### src/rtl/if_queue_if.sv
// Fetch-queue bus bundle: redirect requests, instruction-memory handshake and decode handshake.
interface if_queue_if;
  localparam int unsigned W_ADDR = 32;
  localparam int unsigned W_INST = 32;

  logic              except;
  logic [W_ADDR-1:0] except_addr;
  logic              branch;
  logic [W_ADDR-1:0] branch_addr;
  logic              imem_req;
  logic [W_ADDR-1:0] imem_addr;
  logic              imem_addr_ok;
  logic              imem_data_ok;
  logic [W_INST-1:0] imem_rdata;
  logic              out_valid;
  logic              out_ready;
  logic [W_ADDR-1:0] out_pc;
  logic [W_INST-1:0] out_inst;

  modport master (
    input  except, except_addr, branch, branch_addr,
    input  imem_addr_ok, imem_data_ok, imem_rdata, out_ready,
    output imem_req, imem_addr, out_valid, out_pc, out_inst
  );

  modport slave (
    output except, except_addr, branch, branch_addr,
    output imem_addr_ok, imem_data_ok, imem_rdata, out_ready,
    input  imem_req, imem_addr, out_valid, out_pc, out_inst
  );
endinterface

### src/rtl/if_queue.sv
// Instruction fetch queue: issues sequential fetches, buffers in-order responses for decode,
// and flushes on branch/exception redirects while discarding responses already in flight.
module if_queue #(
  parameter int unsigned DEPTH    = 4,
  parameter logic [31:0] RESET_PC = 32'hBFC0_0000
) (
  input  logic       clk,
  input  logic       rst,
  if_queue_if.master q
);
  localparam int unsigned W_ADDR = 32;
  localparam int unsigned W_INST = 32;
  localparam int unsigned W_IDX  = $clog2(DEPTH);
  localparam int unsigned W_PTR  = W_IDX + 1;
  localparam int unsigned W_DROP = $clog2(DEPTH + 1) + 1;

  logic [W_ADDR-1:0] fetch_pc;
  logic [W_PTR-1:0]  alloc_ptr;
  logic [W_PTR-1:0]  fill_ptr;
  logic [W_PTR-1:0]  head_ptr;
  logic [W_DROP-1:0] drop_cnt;
  logic [W_DROP-1:0] drop_cnt_nxt;
  logic [W_ADDR-1:0] slot_pc   [DEPTH];
  logic [W_INST-1:0] slot_inst [DEPTH];

  logic              redirect;
  logic [W_ADDR-1:0] target;
  logic [W_PTR-1:0]  in_use;
  logic [W_PTR-1:0]  pending;
  logic              valid;
  logic              pop;
  logic              req;
  logic              issue;
  logic              drop;
  logic              fill;

  // Slot state lives in the pointers: [fill,alloc) are PENDING, [head,fill) are FILLED.
  always_comb begin
    redirect = q.except | q.branch;
    target   = q.except ? q.except_addr : q.branch_addr;
    in_use   = alloc_ptr - head_ptr;
    pending  = alloc_ptr - fill_ptr;
    valid    = (fill_ptr != head_ptr);
    pop      = valid & q.out_ready & ~redirect;
    // A same-cycle pop frees the slot the new request will occupy.
    req      = rst & ~redirect & ((in_use < W_PTR'(DEPTH)) | pop);
    issue    = req & q.imem_addr_ok;
    drop     = q.imem_data_ok & (drop_cnt != '0);
    fill     = q.imem_data_ok & (drop_cnt == '0) & ~redirect;
  end

  // Responses still owed to flushed slots; a response arriving in the flush cycle is netted out.
  always_comb begin
    drop_cnt_nxt = drop_cnt;
    if (redirect) begin
      drop_cnt_nxt = drop_cnt + W_DROP'(pending) - W_DROP'(q.imem_data_ok);
    end else if (drop) begin
      drop_cnt_nxt = drop_cnt - W_DROP'(1);
    end
  end

  always_ff @(posedge clk or negedge rst) begin
    if (!rst) begin
      fetch_pc  <= RESET_PC;
      alloc_ptr <= '0;
      fill_ptr  <= '0;
      head_ptr  <= '0;
      drop_cnt  <= '0;
      for (int i = 0; i < DEPTH; i++) begin
        slot_pc[W_IDX'(i)]   <= '0;
        slot_inst[W_IDX'(i)] <= '0;
      end
    end else begin
      drop_cnt <= drop_cnt_nxt;
      if (redirect) begin
        fetch_pc  <= target;
        alloc_ptr <= head_ptr;
        fill_ptr  <= head_ptr;
      end else begin
        if (issue) begin
          slot_pc[alloc_ptr[W_IDX-1:0]] <= fetch_pc;
          alloc_ptr                     <= alloc_ptr + W_PTR'(1);
          fetch_pc                      <= fetch_pc + W_ADDR'(4);
        end
        if (fill) begin
          slot_inst[fill_ptr[W_IDX-1:0]] <= q.imem_rdata;
          fill_ptr                       <= fill_ptr + W_PTR'(1);
        end
        if (pop) begin
          head_ptr <= head_ptr + W_PTR'(1);
        end
      end
    end
  end

  assign q.imem_req  = req;
  assign q.imem_addr = fetch_pc;
  assign q.out_valid = valid;
  assign q.out_pc    = slot_pc[head_ptr[W_IDX-1:0]];
  assign q.out_inst  = slot_inst[head_ptr[W_IDX-1:0]];
endmodule

### src/flat_wrapper.sv
// flat-port wrapper written by rule: the top's interface ports become plain ports
module if_queue_flat 
#(
  parameter int unsigned DEPTH    = 4,
  parameter logic [31:0] RESET_PC = 32'hBFC0_0000
)
  (clk, rst, q_except, q_except_addr, q_branch, q_branch_addr, q_imem_addr_ok, q_imem_data_ok, q_imem_rdata, q_out_ready, q_imem_req, q_imem_addr, q_out_valid, q_out_pc, q_out_inst);
  if_queue_if q_i ();
  input  logic clk;
  input  logic rst;
  input wire logic [$bits(q_i.except)-1:0] q_except;
  input wire logic [$bits(q_i.except_addr)-1:0] q_except_addr;
  input wire logic [$bits(q_i.branch)-1:0] q_branch;
  input wire logic [$bits(q_i.branch_addr)-1:0] q_branch_addr;
  input wire logic [$bits(q_i.imem_addr_ok)-1:0] q_imem_addr_ok;
  input wire logic [$bits(q_i.imem_data_ok)-1:0] q_imem_data_ok;
  input wire logic [$bits(q_i.imem_rdata)-1:0] q_imem_rdata;
  input wire logic [$bits(q_i.out_ready)-1:0] q_out_ready;
  output wire logic [$bits(q_i.imem_req)-1:0] q_imem_req;
  output wire logic [$bits(q_i.imem_addr)-1:0] q_imem_addr;
  output wire logic [$bits(q_i.out_valid)-1:0] q_out_valid;
  output wire logic [$bits(q_i.out_pc)-1:0] q_out_pc;
  output wire logic [$bits(q_i.out_inst)-1:0] q_out_inst;
  assign q_i.except = q_except;
  assign q_i.except_addr = q_except_addr;
  assign q_i.branch = q_branch;
  assign q_i.branch_addr = q_branch_addr;
  assign q_i.imem_addr_ok = q_imem_addr_ok;
  assign q_i.imem_data_ok = q_imem_data_ok;
  assign q_i.imem_rdata = q_imem_rdata;
  assign q_i.out_ready = q_out_ready;
  assign q_imem_req = q_i.imem_req;
  assign q_imem_addr = q_i.imem_addr;
  assign q_out_valid = q_i.out_valid;
  assign q_out_pc = q_i.out_pc;
  assign q_out_inst = q_i.out_inst;
  if_queue #(.DEPTH(DEPTH), .RESET_PC(RESET_PC)) u_core (.clk(clk), .rst(rst), .q(q_i));
endmodule
### config.mk
export PLATFORM = sky130hd
export DESIGN_NAME = if_queue_flat
export DESIGN_NICKNAME = d
export VERILOG_FILES = /design/src/rtl/if_queue_if.sv /design/src/rtl/if_queue.sv /design/src/flat_wrapper.sv
export SDC_FILE = /design/constraint.sdc
export NUM_CORES = 1
export LEC_CHECK = 0
export BUFFER_PORTS_ARGS = -buffer_cell sky130_fd_sc_hd__buf_2
export CORE_ASPECT_RATIO = 1.1
export CORE_UTILIZATION = 45
export CTS_BUF_LIST = sky130_fd_sc_hd__clkbuf_8
export DETAILED_ROUTE_END_ITERATION = 8
export PLACE_DENSITY = 0.76
export SETUP_SLACK_MARGIN = 0.05
export SLEW_MARGIN = 20
export SYNTH_ARGS = -nofsm -noshare
export SYNTH_HDL_FRONTEND = slang
export SYNTH_SLANG_ARGS = --single-unit
export TNS_END_PERCENT = 100
### constraint.sdc
create_clock -name clk -period 4.9 [get_ports clk]
set_input_delay 0.245 -clock clk [delete_from_list [all_inputs] [get_ports clk]]
set_output_delay 0.245 -clock clk [all_outputs]
set_load 0.1 [all_outputs]
# == Word level (Yosys, flattened, before mapping) ==
# Index checks and enable logic that the tools add are counted.
# classes
magnitude_cmp,6
add_sub_neg,9
reduce_logical,12
muxes,21
eq_ne,1
bitwise,14
# ops
op,n
$mux W32,9
$bwmux W128,2
$bmux W32 S2,2
$demux W32 S2,2
$add A32 B3 Y32 const B,1
$mux W3,4
$add A3 B1 Y3 const B,3
$ge A3 B3 Y1 const B,3
$not A2 Y3,3
$and A1 B1 Y1,8
$mux W4,2
$lt A3 B1 Y1 const B,2
$reduce_and A2 Y1,3
$reduce_and A3 Y1,2
$reduce_bool A2 Y1,3
$sub A3 B3 Y3,2
$add A4 B3 Y4,1
$logic_not A4 Y1,1
$reduce_bool A4 Y1,1
$sub A4 B1 Y4,1
$sub A4 B1 Y4 const B,1
$lt A3 B3 Y1 const B,1
$ne A3 B3 Y1,1
$logic_and A1 B1 Y1,2
2 further kinds,3
# word_totals
output_inout_bits,98
regBits,301
in_bits,103
elab_cells,76

# == Logic depth before layout (Yosys ltp) ==
# Gate-level depths: netlist of run 1.
# depth
ltp_word,8
ltp_mapped,13
depth_no_buf,13

# == Worst setup path after synthesis of run 1 ==
# Ideal clock, no wire load.
# synth_path
path_type,register to register
from,register u_core.head_ptr[1]
to,"register u_core.slot_pc[32] (netlist bit), enable pin"
slack_ps,1450
n_path_buf,4
stages_incl_launch_ff,11
synth_period_minus_slack_ps,3450
arrival_ps,3058
setup_time_ps,392
required_time_ps,4508
path_cell_list,dfrtp_1 > buf_2 > clkbuf_1 > clkbuf_1 > inv_1 > ha_1 > a21o_1 > xnor2_4 > o21a_4 > buf_12 > and2_1
# synth_between
elab_chain_cells,7
elab_cells_between_ends,9
cone_classes,add/sub (1); order compare (1); eq/ne (1); bitwise (5); reduce/logical (1)
# synth_lines
element,line,rtl
"start, declared",if_queue.sv:20,logic [W_PTR-1:0] head_ptr;
"start signal, assigned",if_queue.sv:90,head_ptr <= head_ptr + W_PTR'(1);
branches (longest 3 deep; another with $sub A3 B3 Y3),n/a,
$or A1 B1 Y1 *,if_queue.sv:46,req = rst & ~redirect & ((in_use < W_PTR'(DEPTH)) | pop);
$and A1 B1 Y1 *,if_queue.sv:46,
$and A1 B1 Y1 *,if_queue.sv:47,issue = req & q.imem_addr_ok;
$reduce_and A3 Y1 (no source line) *,n/a,
"end signal, assigned by index",if_queue.sv:81,slot_pc[alloc_ptr[W_IDX-1:0]] <= fetch_pc;
"end, declared",if_queue.sv:23,logic [W_ADDR-1:0] slot_pc [DEPTH];
# Mark *: on every way between the ends.
# A chain may end at the register's enable or synchronous reset.

# == Worst setup path in the final report of run 1 ==
# layout_path
from,register u_core.head_ptr[1]
to,"register u_core.fetch_pc[29], in the netlist u_core.q.imem_addr[29]"
# layout_between
elab_chain_cells,7
elab_cells_between_ends,9
cone_classes,add/sub (1); order compare (1); eq/ne (1); bitwise (5); reduce/logical (1)
# layout_lines
element,line,rtl
branches (longest 3 deep; another with $sub A3 B3 Y3),n/a,
$or A1 B1 Y1 *,if_queue.sv:46,
$and A1 B1 Y1 *,if_queue.sv:46,
$and A1 B1 Y1 *,if_queue.sv:47,
$reduce_bool A2 Y1 (no source line) *,n/a,
"end signal, assigned",if_queue.sv:76,fetch_pc <= target;
"end signal, assigned",if_queue.sv:83,fetch_pc <= fetch_pc + W_ADDR'(4);
"end, declared",if_queue.sv:17,logic [W_ADDR-1:0] fetch_pc;
# Marks and branches as above.

==> impl_metrics.env, run 1 <==
export IMPL_outcome="finished clean"
export IMPL_wire_per_inst_um=19.7
export IMPL_setup_viol=0
export IMPL_root_buffer="clkbuf_8"
export IMPL_ios=201
export IMPL_synth_top_cells_by_area="dfrtp_1 29%, edfxtp_1 28%, mux4_2 10%, mux2_4 6.5%, mux2_2 5.3%"
export IMPL_dieArea_mm2=0.0316
export IMPL_drtIter0Drc=541
export IMPL_route_detailed_drc=0
export IMPL_end_kind="flop"
export IMPL_fin_tns_setup_ns=0
export IMPL_fillers=2411
export IMPL_multi_input_area_mm2=0.00530
export IMPL_clock_sinks=301
export IMPL_syn_nets=1007
export IMPL_portBuffers=200
export IMPL_worstHoldPathType="input port to flop"
export IMPL_fin_nets=1283
export IMPL_critPathLaunchType="flop"
export IMPL_synthesis_area_mm2=0.0139
export IMPL_via_per_inst=5.40
export IMPL_numCtsBuffers=49
export IMPL_hp_start="q_branch_addr[22]"
export IMPL_skew_ns=0.0330
export IMPL_grt_usage_pct=20.8
export IMPL_area_growth_synth_to_final_pct=20.6
export IMPL_fin_util_pct=55.2
export IMPL_drtPass1Iterations=6
export IMPL_globalRoute_totalOverflow=0
export IMPL_grt_pass1_vias=9308
export IMPL_yosysWarnings=0
export IMPL_coreArea_mm2=0.0304
export IMPL_drive_gt1_share_pct=41.9
export IMPL_leakage_nw=7.37
export IMPL_synthArstFlopShare_pct=57.5
export IMPL_rr_startpoint="u_core.head_ptr[1]"
export IMPL_cap_violations=0
export IMPL_gp_congestion=0.814
export IMPL_die_h_um=186
export IMPL_fp_dieW_um=170
export IMPL_power_density_mw_per_mm2=667
export IMPL_cp_max_fo=68
export IMPL_start_util_pct=45.8
export IMPL_yosysSeqAreaShare_pct=58.8
export IMPL_yosys_area_top_type_share_pct=29.5
export IMPL_max_freq_ghz=0.272
export IMPL_arrival_ns=4.14
export IMPL_mostFrequentLayoutCell="buf_2"
export IMPL_synth_seq_cells=301
export IMPL_maxSlewHeadroom_pct=27.7
export IMPL_cts_tree="yes"
export IMPL_clock_latency_ns=0.58
export IMPL_avgSynthCellArea_um2=15.8
export IMPL_crit_start="u_core.head_ptr[1]"
export IMPL_post_route_period_util_pct=74.9
export IMPL_antenna_found_initial=2
export IMPL_yosys_area_top_type="dfrtp_1"
export IMPL_grt_pass1_wl_um=50700
export IMPL_synth_cells=882
export IMPL_finalMaxSlewViolations=0
export IMPL_path_clk_slew_ns=0.06
export IMPL_routed_wl_um=31900
export IMPL_cts_setup_buffers=0
export IMPL_final_cell_mix="199 x buf_2, 162 x dfrtp_1, 128 x edfxtp_1, 65 x mux2_2"
export IMPL_cp_data_required_time_ns=5.37
export IMPL_rows=67
export IMPL_synthFlopType="dfrtp_1"
export IMPL_dp_hpwl_um=19700
export IMPL_cts_max_level=2
export IMPL_post_synth_num_cell_types=69
export IMPL_clockBufferDepth=3
export IMPL_grt_max_degree=69
export IMPL_crit_type="flop to flop"
export IMPL_irDropWorstVdd_uv=748
export IMPL_antenna_left=0
export IMPL_rsz0062_at_grt="false"
export IMPL_synth_enable_flop_cells=128
export IMPL_hold_violations=0
export IMPL_worst_pin_slew_ns=1.08
export IMPL_vias=8712
export IMPL_seqCellArea_mm2=0.00819
export IMPL_min_period_ns=3.67
[area by class of cell]
cell class	instances	share of cell area [%]
Clock buffer	58	4.75
Sequential cell	301	48.8
Clock inverter	33	0.857
Timing Repair Buffer	275	10.3
Antenna cell	2	0.0298
Inverter	28	0.626
Tap cell	414	3.09
Multi-Input combinational cell	503	31.6
[power breakdown]
part / switching [W] / total (W) / internal [W]
registers: 0.000413 / 0.00356 / 0.00315
logic: 0.00390 / 0.00557 / 0.00168
clock network: 0.000983 / 0.00206 / 0.00108
[layer usage]
metal,GRT usage [%],vias up,part of all wire [%]
met5,0,-,0
met4,6.55,0,2.4
met3,4.39,53,7.1
met2,34.4,335,49
met1,27.3,4424,42
li1,-,3900,-
[what timing repair did]
item                      in CTS  in global routing
hold buffers                  64                  0
hold endpoints to repair     196                  0
resized for setup              0                  0
[logic make-up (layout without fill, tap and decap cells)]
kind of cell / after synthesis / in the layout / synth area share, %
XOR/XNOR: 30 / 30 / 2.13
adder cells (fa/ha/maj): 22 / 22 / 2.08
other: 0 / 2 / 0
AND/OR/NAND/NOR: 148 / 148 / 5.90
flip-flops: 301 / 301 / 58.8
buffers and inverters: 78 / 394 / 3.31
AO/OA/AOI/OAI: 103 / 103 / 4.90
multiplexers: 200 / 200 / 22.9
[Yosys cell counts, drive strengths merged, types with 4 or more instances]
cell type  instances
o31ai              5
mux4              64
and2               5
nand4             10
nor3              12
and3               4
edfxtp           128
o21ai             14
o221ai             5
mux2i              7
ha                20
xnor2             24
nand3             11
dfrtp            164
inv               28
nand2b             4
nor3b              4
a21oi             40
buf               32
a211oi            13
xor2               6
nand2             49
o211ai             4
nor2b             10
clkbuf            18
nor2              26
dfstp              9
mux2             129
[flip-flops by register name, summed over array words and instances, names as in the netlist]
signal              cells
u_core.fill_ptr         3
u_core.drop_cnt         4
u_core.q.imem_addr     32
u_core.head_ptr         3
u_core.alloc_ptr        3
u_core.slot_inst      128
u_core.slot_pc        128
[stage by stage]
stage,hold WS [ns],std cells,power (W),area (um2),setup slack [ns]
floorplan,-0.0506,882,0.00843,13900,1.45
global placement,0.227,1457,0.00906,15200,1.70
detailed placement,0.230,1457,0.00916,15200,1.60
CTS,0.0174,1612,0.0113,16800,1.19
global route,0.0342,1612,0.0117,16800,1.01
finish,0.0561,1614,0.0112,16800,1.23
[worst paths after layout]
check | end | slack (ns) | cells after the start
setup reg to reg | u_core.q.imem_addr[29] | 1.23 | 8
hold / removal | u_core.q.imem_addr[22] | 0.06 | 5
setup / recovery | u_core.q.imem_addr[29] | 1.23 | 8
min in group asynchronous | u_core.slot_inst[111] | 0.20 | 2
hold reg to reg | u_core.drop_cnt[3] | 0.48 | 1
max in group asynchronous | u_core.head_ptr[0] | 3.39 | 3
[critical path, stage by stage, from the launching register on]
cell,delay (ns)
dfrtp_4,0.40
buf_4,0.78
xnor2_1,0.25
a31oi_1,0.17
a211oi_4,0.86
nor3_2,0.14
xnor2_1,0.20
o221ai_1,0.15
dlygate4sd3_1,0.60
No activity file was read; power rests on OpenSTA's default activity.
==> run 2: changes to the inputs <==
==> constraint.sdc (replaced) <==
create_clock -name clk -period 3.4 [get_ports clk]
set_input_delay 0.17 -clock clk [delete_from_list [all_inputs] [get_ports clk]]
set_output_delay 0.17 -clock clk [all_outputs]
set_load 0.1 [all_outputs]
==> run 2 against run 1 <==
  * Combinational power grew 47%
  * Flip-flop and latch count is the same
  * Utilization grew 0.76 points
  * Power grew 45%
  * Clock skew shrank 0.0092 ns
  * Non-clock buffer count grew 23
  * Clock power grew 46%
  * Maximum frequency grew 21%
  * Sequential share of layout area shrank 0.66 points
  * Hold slack lost 0.018 ns
  * Register-to-register slack lost 0.87 ns
==> impl_metrics.env, run 2 (synthesis results as in run 1) <==
export IMPL_critPathLaunchType="flop"
export IMPL_fp_dieW_um=170
export IMPL_clock_latency_ns=0.58
export IMPL_antenna_left=0
export IMPL_path_clk_slew_ns=0.06
export IMPL_cts_hold_buffers=81
export IMPL_fillers=2367
export IMPL_cts_max_level=2
export IMPL_globalRoute_totalOverflow=0
export IMPL_vias=8962
export IMPL_instances_no_fill=1635
export IMPL_min_period_ns=3.04
export IMPL_hold_violations=0
export IMPL_clock_sinks=301
export IMPL_pwr_share_comb_pct=50.3
export IMPL_routed_wl_um=32800
export IMPL_seqPwrFrac_pct=31.2
export IMPL_portBuffers=200
export IMPL_via_per_inst=5.48
export IMPL_maxSlewHeadroom_pct=30.9
export IMPL_post_route_period_util_pct=89.5
export IMPL_area_growth_synth_to_final_pct=22.2
export IMPL_critPathBufInv=3
export IMPL_cp_max_fo=13
export IMPL_crit_type="flop to flop"
export IMPL_drtPass1Iterations=6
export IMPL_fin_tns_setup_ns=0
export IMPL_outcome="finished clean"
export IMPL_internal_power_w=0.00857
export IMPL_route_detailed_drc=0
export IMPL_wire_per_inst_um=20.1
export IMPL_end_kind="flop"
export IMPL_place_inst=1463
export IMPL_critPathTopFamily="buffers and inverters"
export IMPL_num_antenna_cells=0
export IMPL_clockBufferDepth=3
export IMPL_rows=67
export IMPL_worst_pin_slew_ns=1.04
export IMPL_grt_usage_pct=21.1
export IMPL_cts_tree="yes"
export IMPL_skew_ns=0.0238
export IMPL_max_freq_ghz=0.329
export IMPL_dieArea_mm2=0.0316
export IMPL_drive_gt1_share_pct=41.9
export IMPL_leakage_nw=7.47
export IMPL_cts_setup_buffers=0
export IMPL_grt_max_degree=75
export IMPL_final_cell_mix="199 x buf_2, 162 x dfrtp_1, 128 x edfxtp_1, 81 x dlygate4sd3_1, 65 x mux2_2"
export IMPL_gp_congestion=0.834
export IMPL_cp_cell_sequence="inv_1 -> ha_1 -> a21o_1 -> a211oi_4 -> buf_4 -> nor3_2 -> xnor2_1 -> o221ai_1 -> dlygate4sd3_1"
export IMPL_max_stage_delay_ns=0.59
export IMPL_antenna_found_initial=0
export IMPL_ios=201
export IMPL_worstHoldPathType="input port to flop"
export IMPL_mostFrequentLayoutCell="buf_2"
export IMPL_cpMaxStageDelayCell="dlygate4sd3_1"
export IMPL_cap_violations=0
export IMPL_grt_pass1_wl_um=52000
export IMPL_irDropWorstVdd_uv=890
export IMPL_p_sw_share_pct=47.2
export IMPL_rsz0062_at_grt="false"
export IMPL_cp_data_required_time_ns=3.90
export IMPL_coreArea_mm2=0.0304
export IMPL_switching_power_w=0.00767
export IMPL_grt_pass1_vias=9496
export IMPL_start_util_pct=45.8
export IMPL_setup_viol=0
export IMPL_dp_hpwl_um=20200
export IMPL_arrival_ns=3.54
export IMPL_finalMaxSlewViolations=0
export IMPL_die_h_um=186
export IMPL_drtIter0Drc=597
export IMPL_pwr_share_clk_pct=18.5
export IMPL_power_density_mw_per_mm2=955
export IMPL_numCtsBuffers=49
export IMPL_cts_resized=0
export IMPL_fin_util_pct=55.9
export IMPL_root_buffer="clkbuf_8"
export IMPL_fin_nets=1306
run 2: metal layers:
layer | vias to the layer above | part of all wire (%) | GRT usage, %
met5 | - | 0 | 0
met4 | 0 | 3.1 | 8.04
met3 | 86 | 7.4 | 4.81
met2 | 387 | 49 | 35.1
met1 | 4540 | 40 | 26.9
li1 | 3949 | - | -
run 2: power groups by stage:
stage	clock, W	combinational, W	sequential, W
after floorplan	0	0.00690	0.00525
after global placement	0	0.00803	0.00507
after detailed placement	0	0.00814	0.00511
after CTS	0.00310	0.00824	0.00506
after global routing	0.00325	0.00859	0.00516
final	0.00301	0.00817	0.00507
run 2: final timing paths:
kind	start	endpoint	slack [ns]	depth (start not counted)
hold reg to reg	u_core.drop_cnt[3]	u_core.drop_cnt[3]	0.48	1
setup reg to reg	u_core.head_ptr[1]	u_core.q.imem_addr[24]	0.36	9
setup / recovery	u_core.head_ptr[1]	u_core.q.imem_addr[24]	0.36	9
max in group asynchronous	rst	u_core.slot_pc[96]	1.88	3
hold / removal	q_branch_addr[9]	u_core.q.imem_addr[9]	0.04	4
min in group asynchronous	rst	u_core.slot_inst[76]	0.10	2
run 2: through the flow:
stage          setup slack (ns)  hold WS (ns)  power (W)  area (um2)
3_3_place_gp              0.630         0.147     0.0131       15300
5_1_grt                   0.238        0.0200     0.0170       17000
4_1_cts                   0.401       0.00174     0.0164       17000
2_1_floorplan             0.282        -0.126     0.0121       13900
3_5_place_dp              0.609         0.141     0.0133       15300
6_report                  0.356        0.0381     0.0162       17000
run 2: worst reg2reg max path: stages (launching register included):
cell,delay (ns)
dfrtp_4,0.48
inv_1,0.06
ha_1,0.24
a21o_1,0.25
a211oi_4,0.56
buf_4,0.33
nor3_2,0.08
xnor2_1,0.20
o221ai_1,0.16
dlygate4sd3_1,0.59
run 2: layout make-up:
class / count / area (um2) / share of cell area [%]
Clock inverter: 32 / 138 / 0.809
Timing Repair Buffer: 298 / 1960 / 11.5
Inverter: 28 / 105 / 0.618
Sequential cell: 301 / 8190 / 48.1
Multi-Input combinational cell: 503 / 5300 / 31.1
Clock buffer: 59 / 812 / 4.77
Tap cell: 414 / 518 / 3.04
